===== config.mk =====
export PLATFORM = sky130hd
export DESIGN_NAME = mlite_multicycle_ctrl_flat
export DESIGN_NICKNAME = d
export VERILOG_FILES = /design/src/rtl/mlite_multicycle_ctrl_if.sv /design/src/rtl/mlite_multicycle_ctrl.sv /design/src/flat_wrapper.sv
export SDC_FILE = /design/constraint.sdc
export NUM_CORES = 1
export LEC_CHECK = 0
export BUFFER_PORTS_ARGS = -buffer_cell sky130_fd_sc_hd__buf_2
export CAP_MARGIN = 5
export CORE_MARGIN = 1
export CORE_UTILIZATION = 54
export DETAILED_ROUTE_END_ITERATION = 7
export GPL_TIMING_DRIVEN = 0
export PLACE_DENSITY = 0.83
export SYNTH_ARGS = -nofsm -noshare
export SYNTH_HDL_FRONTEND = slang
export SYNTH_SLANG_ARGS = --single-unit

===== constraint.sdc =====
create_clock -name clk -period 4.83 [get_ports clk]
set_input_delay 0.966 -clock clk [delete_from_list [all_inputs] [get_ports clk]]
set_output_delay 0.966 -clock clk [all_outputs]
set_load 0.01 [all_outputs]

===== src/rtl/mlite_multicycle_ctrl_if.sv =====
// Control/status bundle between the multicycle sequencer and the MIPS-lite datapath.
// master = sequencer side, slave = datapath/memory side.
interface mlite_multicycle_ctrl_if;
    logic [5:0] opcode;
    logic       mem_ready;
    logic       zero;
    logic       rs_neg;
    logic       n_flag;

    logic       pcwrite;
    logic       pcwritecond;
    logic       iord;
    logic       memread;
    logic       memwrite;
    logic       irwrite;
    logic       regdest;
    logic       reg31;
    logic       link;
    logic       memtoreg;
    logic       regwrite;
    logic       alusrca;
    logic [1:0] alusrcb;
    logic [1:0] aluop;
    logic [1:0] pcsource;
    logic       instr_done;
    logic       illegal;
    logic [3:0] state;

    modport master (
        input  opcode, mem_ready, zero, rs_neg, n_flag,
        output pcwrite, pcwritecond, iord, memread, memwrite, irwrite, regdest, reg31,
               link, memtoreg, regwrite, alusrca, alusrcb, aluop, pcsource, instr_done,
               illegal, state
    );

    modport slave (
        output opcode, mem_ready, zero, rs_neg, n_flag,
        input  pcwrite, pcwritecond, iord, memread, memwrite, irwrite, regdest, reg31,
               link, memtoreg, regwrite, alusrca, alusrcb, aluop, pcsource, instr_done,
               illegal, state
    );
endinterface


===== src/rtl/mlite_multicycle_ctrl.sv =====
// Multicycle Moore control sequencer for the MIPS-lite datapath.
// Per-state enables are registered from the next state; only the strobes that must react
// to mem_ready or the branch flags in the same cycle are gated combinationally, and those
// are all qualified by the registered state, so reset kills every write at once.
module mlite_multicycle_ctrl #(
    parameter logic [5:0] OP_LW     = 6'b100011,
    parameter logic [5:0] OP_SW     = 6'b101011,
    parameter logic [5:0] OP_BEQ    = 6'b000100,
    parameter logic [5:0] OP_ORI    = 6'b001101,
    parameter logic [5:0] OP_BALN   = 6'b011011,
    parameter logic [5:0] OP_JPC    = 6'b011110,
    parameter logic [5:0] OP_BLTZAL = 6'b100010
) (
    input  logic                    clk,
    input  logic                    rst_n,
    mlite_multicycle_ctrl_if.master bus
);

    typedef enum logic [3:0] {
        StIdle   = 4'd0,
        StFetch  = 4'd1,
        StDecode = 4'd2,
        StMemAdr = 4'd3,
        StMemRd  = 4'd4,
        StMemWb  = 4'd5,
        StMemWr  = 4'd6,
        StRxec   = 4'd7,
        StRwb    = 4'd8,
        StOrix   = 4'd9,
        StOriWb  = 4'd10,
        StBranch = 4'd11,
        StLink   = 4'd12
    } state_e;

    // Moore part of the outputs; done covers the unconditional retire states only.
    typedef struct packed {
        logic       memread;
        logic       memwrite;
        logic       iord;
        logic       regdest;
        logic       reg31;
        logic       link;
        logic       memtoreg;
        logic       regwrite;
        logic       alusrca;
        logic [1:0] alusrcb;
        logic [1:0] aluop;
        logic [1:0] pcsource;
        logic       done;
    } ctl_t;

    state_e r_state;
    state_e w_next;
    ctl_t   r_ctl;
    ctl_t   w_ctl_nx;

    logic w_is_rtype, w_is_lw, w_is_sw, w_is_beq, w_is_ori;
    logic w_is_baln, w_is_jpc, w_is_bltzal;
    logic w_known, w_link_op, w_taken;

    assign w_is_rtype  = (bus.opcode == 6'b000000);
    assign w_is_lw     = (bus.opcode == OP_LW);
    assign w_is_sw     = (bus.opcode == OP_SW);
    assign w_is_beq    = (bus.opcode == OP_BEQ);
    assign w_is_ori    = (bus.opcode == OP_ORI);
    assign w_is_baln   = (bus.opcode == OP_BALN);
    assign w_is_jpc    = (bus.opcode == OP_JPC);
    assign w_is_bltzal = (bus.opcode == OP_BLTZAL);

    assign w_known   = w_is_rtype | w_is_lw | w_is_sw | w_is_beq | w_is_ori |
                       w_is_baln | w_is_jpc | w_is_bltzal;
    assign w_link_op = w_is_baln | w_is_jpc | w_is_bltzal;
    assign w_taken   = (w_is_beq & bus.zero) | (w_is_bltzal & bus.rs_neg) |
                       (w_is_baln & bus.n_flag) | w_is_jpc;

    // Next-state selection.
    always_comb begin
        w_next = r_state;
        case (r_state)
            StIdle:   w_next = StFetch;
            StFetch:  if (bus.mem_ready) w_next = StDecode;
            StDecode: begin
                if (w_is_rtype)                                  w_next = StRxec;
                else if (w_is_lw | w_is_sw)                      w_next = StMemAdr;
                else if (w_is_ori)                               w_next = StOrix;
                else if (w_is_beq | w_link_op)                   w_next = StBranch;
                else                                             w_next = StFetch;
            end
            StMemAdr: w_next = w_is_sw ? StMemWr : StMemRd;
            StMemRd:  if (bus.mem_ready) w_next = StMemWb;
            StMemWb:  w_next = StFetch;
            StMemWr:  if (bus.mem_ready) w_next = StFetch;
            StRxec:   w_next = StRwb;
            StRwb:    w_next = StFetch;
            StOrix:   w_next = StOriWb;
            StOriWb:  w_next = StFetch;
            StBranch: w_next = (w_taken & w_link_op) ? StLink : StFetch;
            StLink:   w_next = StFetch;
            default:  w_next = StIdle;
        endcase
    end

    // Moore enables for the state being entered; opcode is already stable from DECODE on.
    always_comb begin
        w_ctl_nx = '0;
        case (w_next)
            StFetch: begin
                w_ctl_nx.memread = 1'b1;
                w_ctl_nx.alusrcb = 2'b01;
            end
            StDecode: w_ctl_nx.alusrcb = 2'b11;
            StMemAdr: begin
                w_ctl_nx.alusrca = 1'b1;
                w_ctl_nx.alusrcb = 2'b10;
            end
            StMemRd: begin
                w_ctl_nx.memread = 1'b1;
                w_ctl_nx.iord    = 1'b1;
            end
            StMemWb: begin
                w_ctl_nx.regwrite = 1'b1;
                w_ctl_nx.memtoreg = 1'b1;
                w_ctl_nx.done     = 1'b1;
            end
            StMemWr: begin
                w_ctl_nx.memwrite = 1'b1;
                w_ctl_nx.iord     = 1'b1;
            end
            StRxec: begin
                w_ctl_nx.alusrca = 1'b1;
                w_ctl_nx.aluop   = 2'b10;
            end
            StRwb: begin
                w_ctl_nx.regwrite = 1'b1;
                w_ctl_nx.regdest  = 1'b1;
                w_ctl_nx.done     = 1'b1;
            end
            StOrix: begin
                w_ctl_nx.alusrca = 1'b1;
                w_ctl_nx.alusrcb = 2'b10;
                w_ctl_nx.aluop   = 2'b11;
            end
            StOriWb: begin
                w_ctl_nx.regwrite = 1'b1;
                w_ctl_nx.done     = 1'b1;
            end
            StBranch: begin
                w_ctl_nx.alusrca  = 1'b1;
                w_ctl_nx.aluop    = 2'b01;
                w_ctl_nx.pcsource = w_is_jpc ? 2'b10 : 2'b01;
            end
            StLink: begin
                w_ctl_nx.regwrite = 1'b1;
                w_ctl_nx.link     = 1'b1;
                w_ctl_nx.done     = 1'b1;
                w_ctl_nx.reg31    = ~w_is_jpc;
            end
            default: w_ctl_nx = '0;
        endcase
    end

    // State and registered Moore outputs, asynchronously cleared to IDLE.
    always_ff @(posedge clk or negedge rst_n) begin
        if (!rst_n) begin
            r_state <= StIdle;
            r_ctl   <= '0;
        end else begin
            r_state <= w_next;
            r_ctl   <= w_ctl_nx;
        end
    end

    assign bus.memread     = r_ctl.memread;
    assign bus.memwrite    = r_ctl.memwrite;
    assign bus.iord        = r_ctl.iord;
    assign bus.regdest     = r_ctl.regdest;
    assign bus.reg31       = r_ctl.reg31;
    assign bus.link        = r_ctl.link;
    assign bus.memtoreg    = r_ctl.memtoreg;
    assign bus.regwrite    = r_ctl.regwrite;
    assign bus.alusrca     = r_ctl.alusrca;
    assign bus.alusrcb     = r_ctl.alusrcb;
    assign bus.aluop       = r_ctl.aluop;
    assign bus.pcsource    = r_ctl.pcsource;
    assign bus.state       = r_state;

    // Same-cycle strobes: fetch completion, branch qualification, retire and illegal.
    assign bus.irwrite     = (r_state == StFetch) & bus.mem_ready;
    assign bus.pcwrite     = (r_state == StFetch) & bus.mem_ready;
    assign bus.pcwritecond = (r_state == StBranch) & w_taken;
    assign bus.instr_done  = r_ctl.done |
                             ((r_state == StMemWr) & bus.mem_ready) |
                             ((r_state == StBranch) & ~(w_taken & w_link_op));
    assign bus.illegal     = (r_state == StDecode) & ~w_known;

endmodule


===== src/flat_wrapper.sv =====
// flat-port wrapper written by rule: the top's interface ports become plain ports
module mlite_multicycle_ctrl_flat 
#(
    parameter logic [5:0] OP_LW     = 6'b100011,
    parameter logic [5:0] OP_SW     = 6'b101011,
    parameter logic [5:0] OP_BEQ    = 6'b000100,
    parameter logic [5:0] OP_ORI    = 6'b001101,
    parameter logic [5:0] OP_BALN   = 6'b011011,
    parameter logic [5:0] OP_JPC    = 6'b011110,
    parameter logic [5:0] OP_BLTZAL = 6'b100010
)
  (clk, rst_n, bus_opcode, bus_mem_ready, bus_zero, bus_rs_neg, bus_n_flag, bus_pcwrite, bus_pcwritecond, bus_iord, bus_memread, bus_memwrite, bus_irwrite, bus_regdest, bus_reg31, bus_link, bus_memtoreg, bus_regwrite, bus_alusrca, bus_alusrcb, bus_aluop, bus_pcsource, bus_instr_done, bus_illegal, bus_state);
  mlite_multicycle_ctrl_if bus_i ();
  input  logic clk;
  input  logic rst_n;
  input wire logic [$bits(bus_i.opcode)-1:0] bus_opcode;
  input wire logic [$bits(bus_i.mem_ready)-1:0] bus_mem_ready;
  input wire logic [$bits(bus_i.zero)-1:0] bus_zero;
  input wire logic [$bits(bus_i.rs_neg)-1:0] bus_rs_neg;
  input wire logic [$bits(bus_i.n_flag)-1:0] bus_n_flag;
  output wire logic [$bits(bus_i.pcwrite)-1:0] bus_pcwrite;
  output wire logic [$bits(bus_i.pcwritecond)-1:0] bus_pcwritecond;
  output wire logic [$bits(bus_i.iord)-1:0] bus_iord;
  output wire logic [$bits(bus_i.memread)-1:0] bus_memread;
  output wire logic [$bits(bus_i.memwrite)-1:0] bus_memwrite;
  output wire logic [$bits(bus_i.irwrite)-1:0] bus_irwrite;
  output wire logic [$bits(bus_i.regdest)-1:0] bus_regdest;
  output wire logic [$bits(bus_i.reg31)-1:0] bus_reg31;
  output wire logic [$bits(bus_i.link)-1:0] bus_link;
  output wire logic [$bits(bus_i.memtoreg)-1:0] bus_memtoreg;
  output wire logic [$bits(bus_i.regwrite)-1:0] bus_regwrite;
  output wire logic [$bits(bus_i.alusrca)-1:0] bus_alusrca;
  output wire logic [$bits(bus_i.alusrcb)-1:0] bus_alusrcb;
  output wire logic [$bits(bus_i.aluop)-1:0] bus_aluop;
  output wire logic [$bits(bus_i.pcsource)-1:0] bus_pcsource;
  output wire logic [$bits(bus_i.instr_done)-1:0] bus_instr_done;
  output wire logic [$bits(bus_i.illegal)-1:0] bus_illegal;
  output wire logic [$bits(bus_i.state)-1:0] bus_state;
  assign bus_i.opcode = bus_opcode;
  assign bus_i.mem_ready = bus_mem_ready;
  assign bus_i.zero = bus_zero;
  assign bus_i.rs_neg = bus_rs_neg;
  assign bus_i.n_flag = bus_n_flag;
  assign bus_pcwrite = bus_i.pcwrite;
  assign bus_pcwritecond = bus_i.pcwritecond;
  assign bus_iord = bus_i.iord;
  assign bus_memread = bus_i.memread;
  assign bus_memwrite = bus_i.memwrite;
  assign bus_irwrite = bus_i.irwrite;
  assign bus_regdest = bus_i.regdest;
  assign bus_reg31 = bus_i.reg31;
  assign bus_link = bus_i.link;
  assign bus_memtoreg = bus_i.memtoreg;
  assign bus_regwrite = bus_i.regwrite;
  assign bus_alusrca = bus_i.alusrca;
  assign bus_alusrcb = bus_i.alusrcb;
  assign bus_aluop = bus_i.aluop;
  assign bus_pcsource = bus_i.pcsource;
  assign bus_instr_done = bus_i.instr_done;
  assign bus_illegal = bus_i.illegal;
  assign bus_state = bus_i.state;
  mlite_multicycle_ctrl #(.OP_LW(OP_LW), .OP_SW(OP_SW), .OP_BEQ(OP_BEQ), .OP_ORI(OP_ORI), .OP_BALN(OP_BALN), .OP_JPC(OP_JPC), .OP_BLTZAL(OP_BLTZAL)) u_core (.clk(clk), .rst_n(rst_n), .bus(bus_i));
endmodule

After elaboration in Yosys (flattened, before gate mapping)
Index checks and enable logic that the tools add are counted.
- equality and inequality tests: 31
- mux-type cells: 22
- add/sub/neg operators: 0
- shifts and indexed selects: 0
- div/mod/pow operators: 0
- multiply operators: 0
- reductions and logical operators: 8
- order comparisons: 0
- bitwise gates (word level): 28
- operators with widths (cell ; count):
    4-bit equality test (second input constant) ; 10
    4-bit one-hot mux with 9 select lines ; 1
    4-bit by 3-bit equality test with 1-bit output (second input constant) ; 8
    4-bit 2-to-1 mux ; 8
    6-bit equality test (second input constant) ; 3
    4-bit by 2-bit equality test with 1-bit output (second input constant) ; 4
    1-bit bitwise OR ; 16
    6-bit by 5-bit equality test with 1-bit output (second input constant) ; 2
    2-bit one-hot mux with 3 select lines ; 2
    1-bit AND ; 9
    4-bit by 1-bit equality test with 1-bit output (second input constant) ; 2
    2-bit 2-to-1 mux ; 4
    4-bit OR reduction ; 2
    1-bit 2-to-1 mux ; 7
    6-bit by 3-bit equality test with 1-bit output (second input constant) ; 1
    6-bit by 4-bit equality test with 1-bit output (second input constant) ; 1
    6-bit zero test ; 1
    2-bit OR reduction ; 3
    5-bit OR reduction ; 1
    4-bit zero test ; 1
    1-bit NOT ; 3
- RAM bits: 0
- ROM bits: 0
- logic and storage cells: 102
- bits in registers: 19
- latch bits: 0
- input bits: 12
- memories: 0
- output and inout port bits: 24

Logic depth before layout (Yosys ltp)
- word-level depth: 12
- gate-level depth with buffers: 8
- depth with buffers taken out: 6

Worst setup path after synthesis
No wires, ideal clock.
- path type: input-to-output
- start: input port bus_opcode[5]
- end: output port bus_instr_done
- stages: 6
- slack: 1.849 ns
- data required time: 3.864 ns
- arrival: 2.015 ns
- buffers on the path: 1
- cell sequence: buf_2 -> nor2b_2 -> and2_1 -> a221oi_2 -> o21ai_0 -> nand2_1
- word-level cells in the longest chain between the ends: 9
- elaborated cells between the ends (all ways): 16
- classes of those cells: eq/ne: 4; bitwise: 12
- ends and longest elaborated chain (element ; RTL line ; source):
    start: declaration ; flat_wrapper.sv:16 ; input wire logic [$bits(bus_i.opcode)-1:0] bus_opcode;
    6-bit by 3-bit equality test with 1-bit output or 6-bit equality test (tied branches) ; mlite_multicycle_ctrl.sv:64, mlite_multicycle_ctrl.sv:68 ;
    1-bit AND ; mlite_multicycle_ctrl.sv:73 ; assign w_taken = (w_is_beq & bus.zero) | (w_is_bltzal & bus.rs_neg) |
    1-bit bitwise OR (2 in series) ; mlite_multicycle_ctrl.sv:73 ;
    1-bit bitwise OR ; mlite_multicycle_ctrl.sv:74 ; (w_is_baln & bus.n_flag) | w_is_jpc;
    1-bit AND * ; mlite_multicycle_ctrl.sv:193 ; ((r_state == StBranch) & ~(w_taken & w_link_op));
    1-bit NOT * ; mlite_multicycle_ctrl.sv:193 ;
    1-bit AND * ; mlite_multicycle_ctrl.sv:193 ;
    1-bit bitwise OR * ; mlite_multicycle_ctrl.sv:192 ; ((r_state == StMemWr) & bus.mem_ready) |
    end: declaration ; flat_wrapper.sv:36 ; output wire logic [$bits(bus_i.instr_done)-1:0] bus_instr_done;
Mark *: on every way between the ends. The rest lies on a longest branch, timed or not.

Worst setup path in the final report
- start: input port bus_opcode[1]
- end: output port bus_instr_done
The elaborated chain is that of the path after synthesis.

==> flow_metrics.tcl <==
set metrics [dict create \
    cts_setup_buffers 0 \
    slew-limit-headroom_pct 71.5 \
    grt_max_degree 20 \
    ant_nets 0 \
    route.vias.total 1087 \
    portBuffers 33 \
    finalSetupTns_ps 0 \
    fin_util_pct 69.9 \
    final_nets 180 \
    hold_buffers 0 \
    grt_antenna_before_repair 0 \
    die_h_um 48.6 \
    outcome "finished, final reports clean" \
    critPathRequiredTime_ps 3860 \
    synth_top_cell_area_share_pct 40.5 \
    grt_pass1_vias 1031 \
    synth_cells 130 \
    track_usage_pct 25.5 \
    die_width_um 48.6 \
    clockRootBuffer "clkbuf_4" \
    setup_viol 0 \
    gp_congestion 0.881 \
    worst_hold_slack_ps 581 \
    postCtsResizedCells 0 \
    synthFlopType "dfrtp_1" \
    slowest_delay_ps 310 \
    ys_types 46 \
    numCtsBuffers 3 \
    fp-row-count 16 \
    cts.path.max_buffers 2 \
    synth_edf_count 0 \
    drt-vias-per-instance 5.60 \
    finalMaxSlewViolations 0 \
    critPathSlowestCell "nor3b_2" \
    yosysTopAreaCell "dfrtp_1" \
    initial_core_util_pct 58.6 \
    grt_pass1_wl_um 4660 \
    fillers 174 \
    top_layer_used "met4" \
    met1Wirelength_um 1100 \
    dieArea_sq_um 2360 \
    dp.cells 190 \
    wire_per_inst_um 13.5 \
    crit_type "in -> out" \
    ys_warn_count 0 \
    powerDensity_nw_per_um2 400 \
    crit_family "simple AND/OR/NAND/NOR gates" \
    critPathBufInv 3 \
    fin_skew_ps 5.05 \
    rsz0062_at_grt "no" \
    syn_nets 142 \
    crit_chain "buf_2 -> buf_6 -> nor3_2 -> nor3b_2 -> a221oi_2 -> o21ai_0 -> nand2_1 -> buf_2" \
    drt_first_pass_iters 4 \
    multi_input_area_sq_um 601 \
    wl_um 2610 \
    hold_viol 0 \
    fin_crit_ps 3300 \
    leakage_nw 0.724 \
    cts_tree "yes" \
    vdd_drop_max_mv 0.222 \
    area_growth_pct 19.3 \
    drive_gt1_share_pct 31.7 \
    critPathCaptureType "primary output" \
    dp_hpwl_um 2090 \
    grt_remaining_overflow 0 \
    ff_latch_area_sq_um 475 \
    cpMostUsedCell "buf_2" \
    cp_data_arrival_time_ps 2340 \
    core_sq_um 2000 \
    cap_violations 0 \
    htree_levels 1 \
    dr_wl_met2_um 1320 \
    clk_latency_ps 290 \
    async_flop_share_pct 100 \
    drt_iter0_markers 30 \
    yosysSeqAreaShare_pct 40.5 \
    drc_errors 0 \
    syn_area_per_cell_sq_um 9.03 \
    critPathLaunchType "input port" \
    tightest_slew_ps 426 \
    period_share_pct 68.4 \
    netlist_area_sq_um 1170 \
    worstRegToRegCells 7 \
    path_max_fanout 10 \
    met3RoutedLength_um 99 \
    crit_cells 8 \
    cts.sinks 19 \
    synthTopCellsByArea "dfrtp_1 (41%), nand2b_1 (4.8%), nor2_1 (2.9%)" \
    ioPinCount 36 \
    synth-seq-cells 19 \
    final_cells 194 \
    clk_pin_slew_ps 100 \
    antenna_cells 0 \
    min_path_type "in -> async" \
    fmax_mhz 303 \
]
==> flip-flops by register name (all words and copies together) (netlist names), 2 cells and up <==
name,cells
u_core.bus.pcsource,2
u_core.bus.alusrcb,2
u_core.bus.state,4
u_core.bus.aluop,2
==> path summary, 6_finish.rpt <==
path	end	slack (ps)	start
min in group clk	u_core.bus.aluop[1]$_DFF_PN0_	710	u_core.bus.state[3]$_DFF_PN0_
max reg2reg	u_core.bus.pcsource[0]$_DFF_PN0_	2910	u_core.bus.state[3]$_DFF_PN0_
min reg2reg	u_core.bus.aluop[1]$_DFF_PN0_	710	u_core.bus.state[3]$_DFF_PN0_
max in group asynchronous	u_core.bus.memread$_DFF_PN0_	3970	rst_n
min	u_core.bus.state[2]$_DFF_PN0_	580	rst_n
max	bus_instr_done	1530	bus_opcode[1]
==> layout make-up <==
| cell class | count | area share [%] |
|---|---|---|
| repair buffers | 33 | 11.8 |
| inverters | 6 | 1.61 |
| flip-flops and latches | 19 | 34.0 |
| clock buffers | 3 | 1.61 |
| plain buffers | 13 | 5.36 |
| clock inverters | 1 | 0.357 |
| multi-input cells | 92 | 42.9 |
| well taps | 27 | 2.41 |
==> cells by family (layout without fill, tap and decap cells) <==
| kind of cell | after synthesis | in the layout | share of synthesized area [%] |
|---|---|---|---|
| AOI/OAI and AO/OA | 30 | 30 | 17.7 |
| xor gates and xnor gates | 1 | 1 | 0.746 |
| buffers and inverters | 19 | 56 | 8.31 |
| DFF | 19 | 19 | 40.5 |
| and+or+nand+nor | 61 | 61 | 32.7 |
==> power breakdown <==
part | internal [mW] | switching [mW] | leakage [nW]
clock network | 0.0308 | 0.0439 | 0.0177
registers | 0.192 | 0.0164 | 0.255
logic | 0.111 | 0.165 | 0.452
==> per-stage QoR <==
stage	setup slack, ps	power [mW]	cell area [sq um]
2_1_floorplan	1850	0.398	1170
3_3_place_gp	1620	0.476	1370
3_5_place_dp	1560	0.486	1370
4_1_cts	1560	0.563	1400
5_1_grt	1470	0.604	1400
6_report	1530	0.560	1400
==> routing by layer <==
| metal | up-vias | GRT usage [%] |
|---|---|---|
| li1 | 538 | - |
| met5 | - | 0 |
| met4 | 0 | 16.7 |
| met3 | 8 | 2.20 |
| met1 | 499 | 31.7 |
| met2 | 42 | 42.4 |
==> cell usage after synthesis, types with 2 or more instances <==
cell type   n
o21ai_0     6
nand4b_1    3
and3b_1     2
nor2_1      9
and4_1      2
dfrtp_1    19
buf_2       5
nand2_1     8
a31oi_1     2
a21oi_1     6
inv_1       6
buf_6       2
nand2b_1    9
o31a_1      2
and2_1      3
or2_1       2
a211o_1     2
clkbuf_1    4
o22ai_1     2
nor3_1      5
nand4_1     3
nand3_1     2
nor3b_1     3
==> cells in the final DEF (no fill, tap or decap), types with 4 or more instances in the layout <==
| master | n |
|---|---|
| a21oi_1 | 6 |
| buf_2 | 38 |
| clkbuf_1 | 4 |
| dfrtp_1 | 19 |
| inv_1 | 6 |
| nand2_1 | 8 |
| nand2b_1 | 9 |
| nor2_1 | 9 |
| nor3_1 | 5 |
| o21ai_0 | 6 |
No activity file was read; power rests on OpenSTA's default activity.
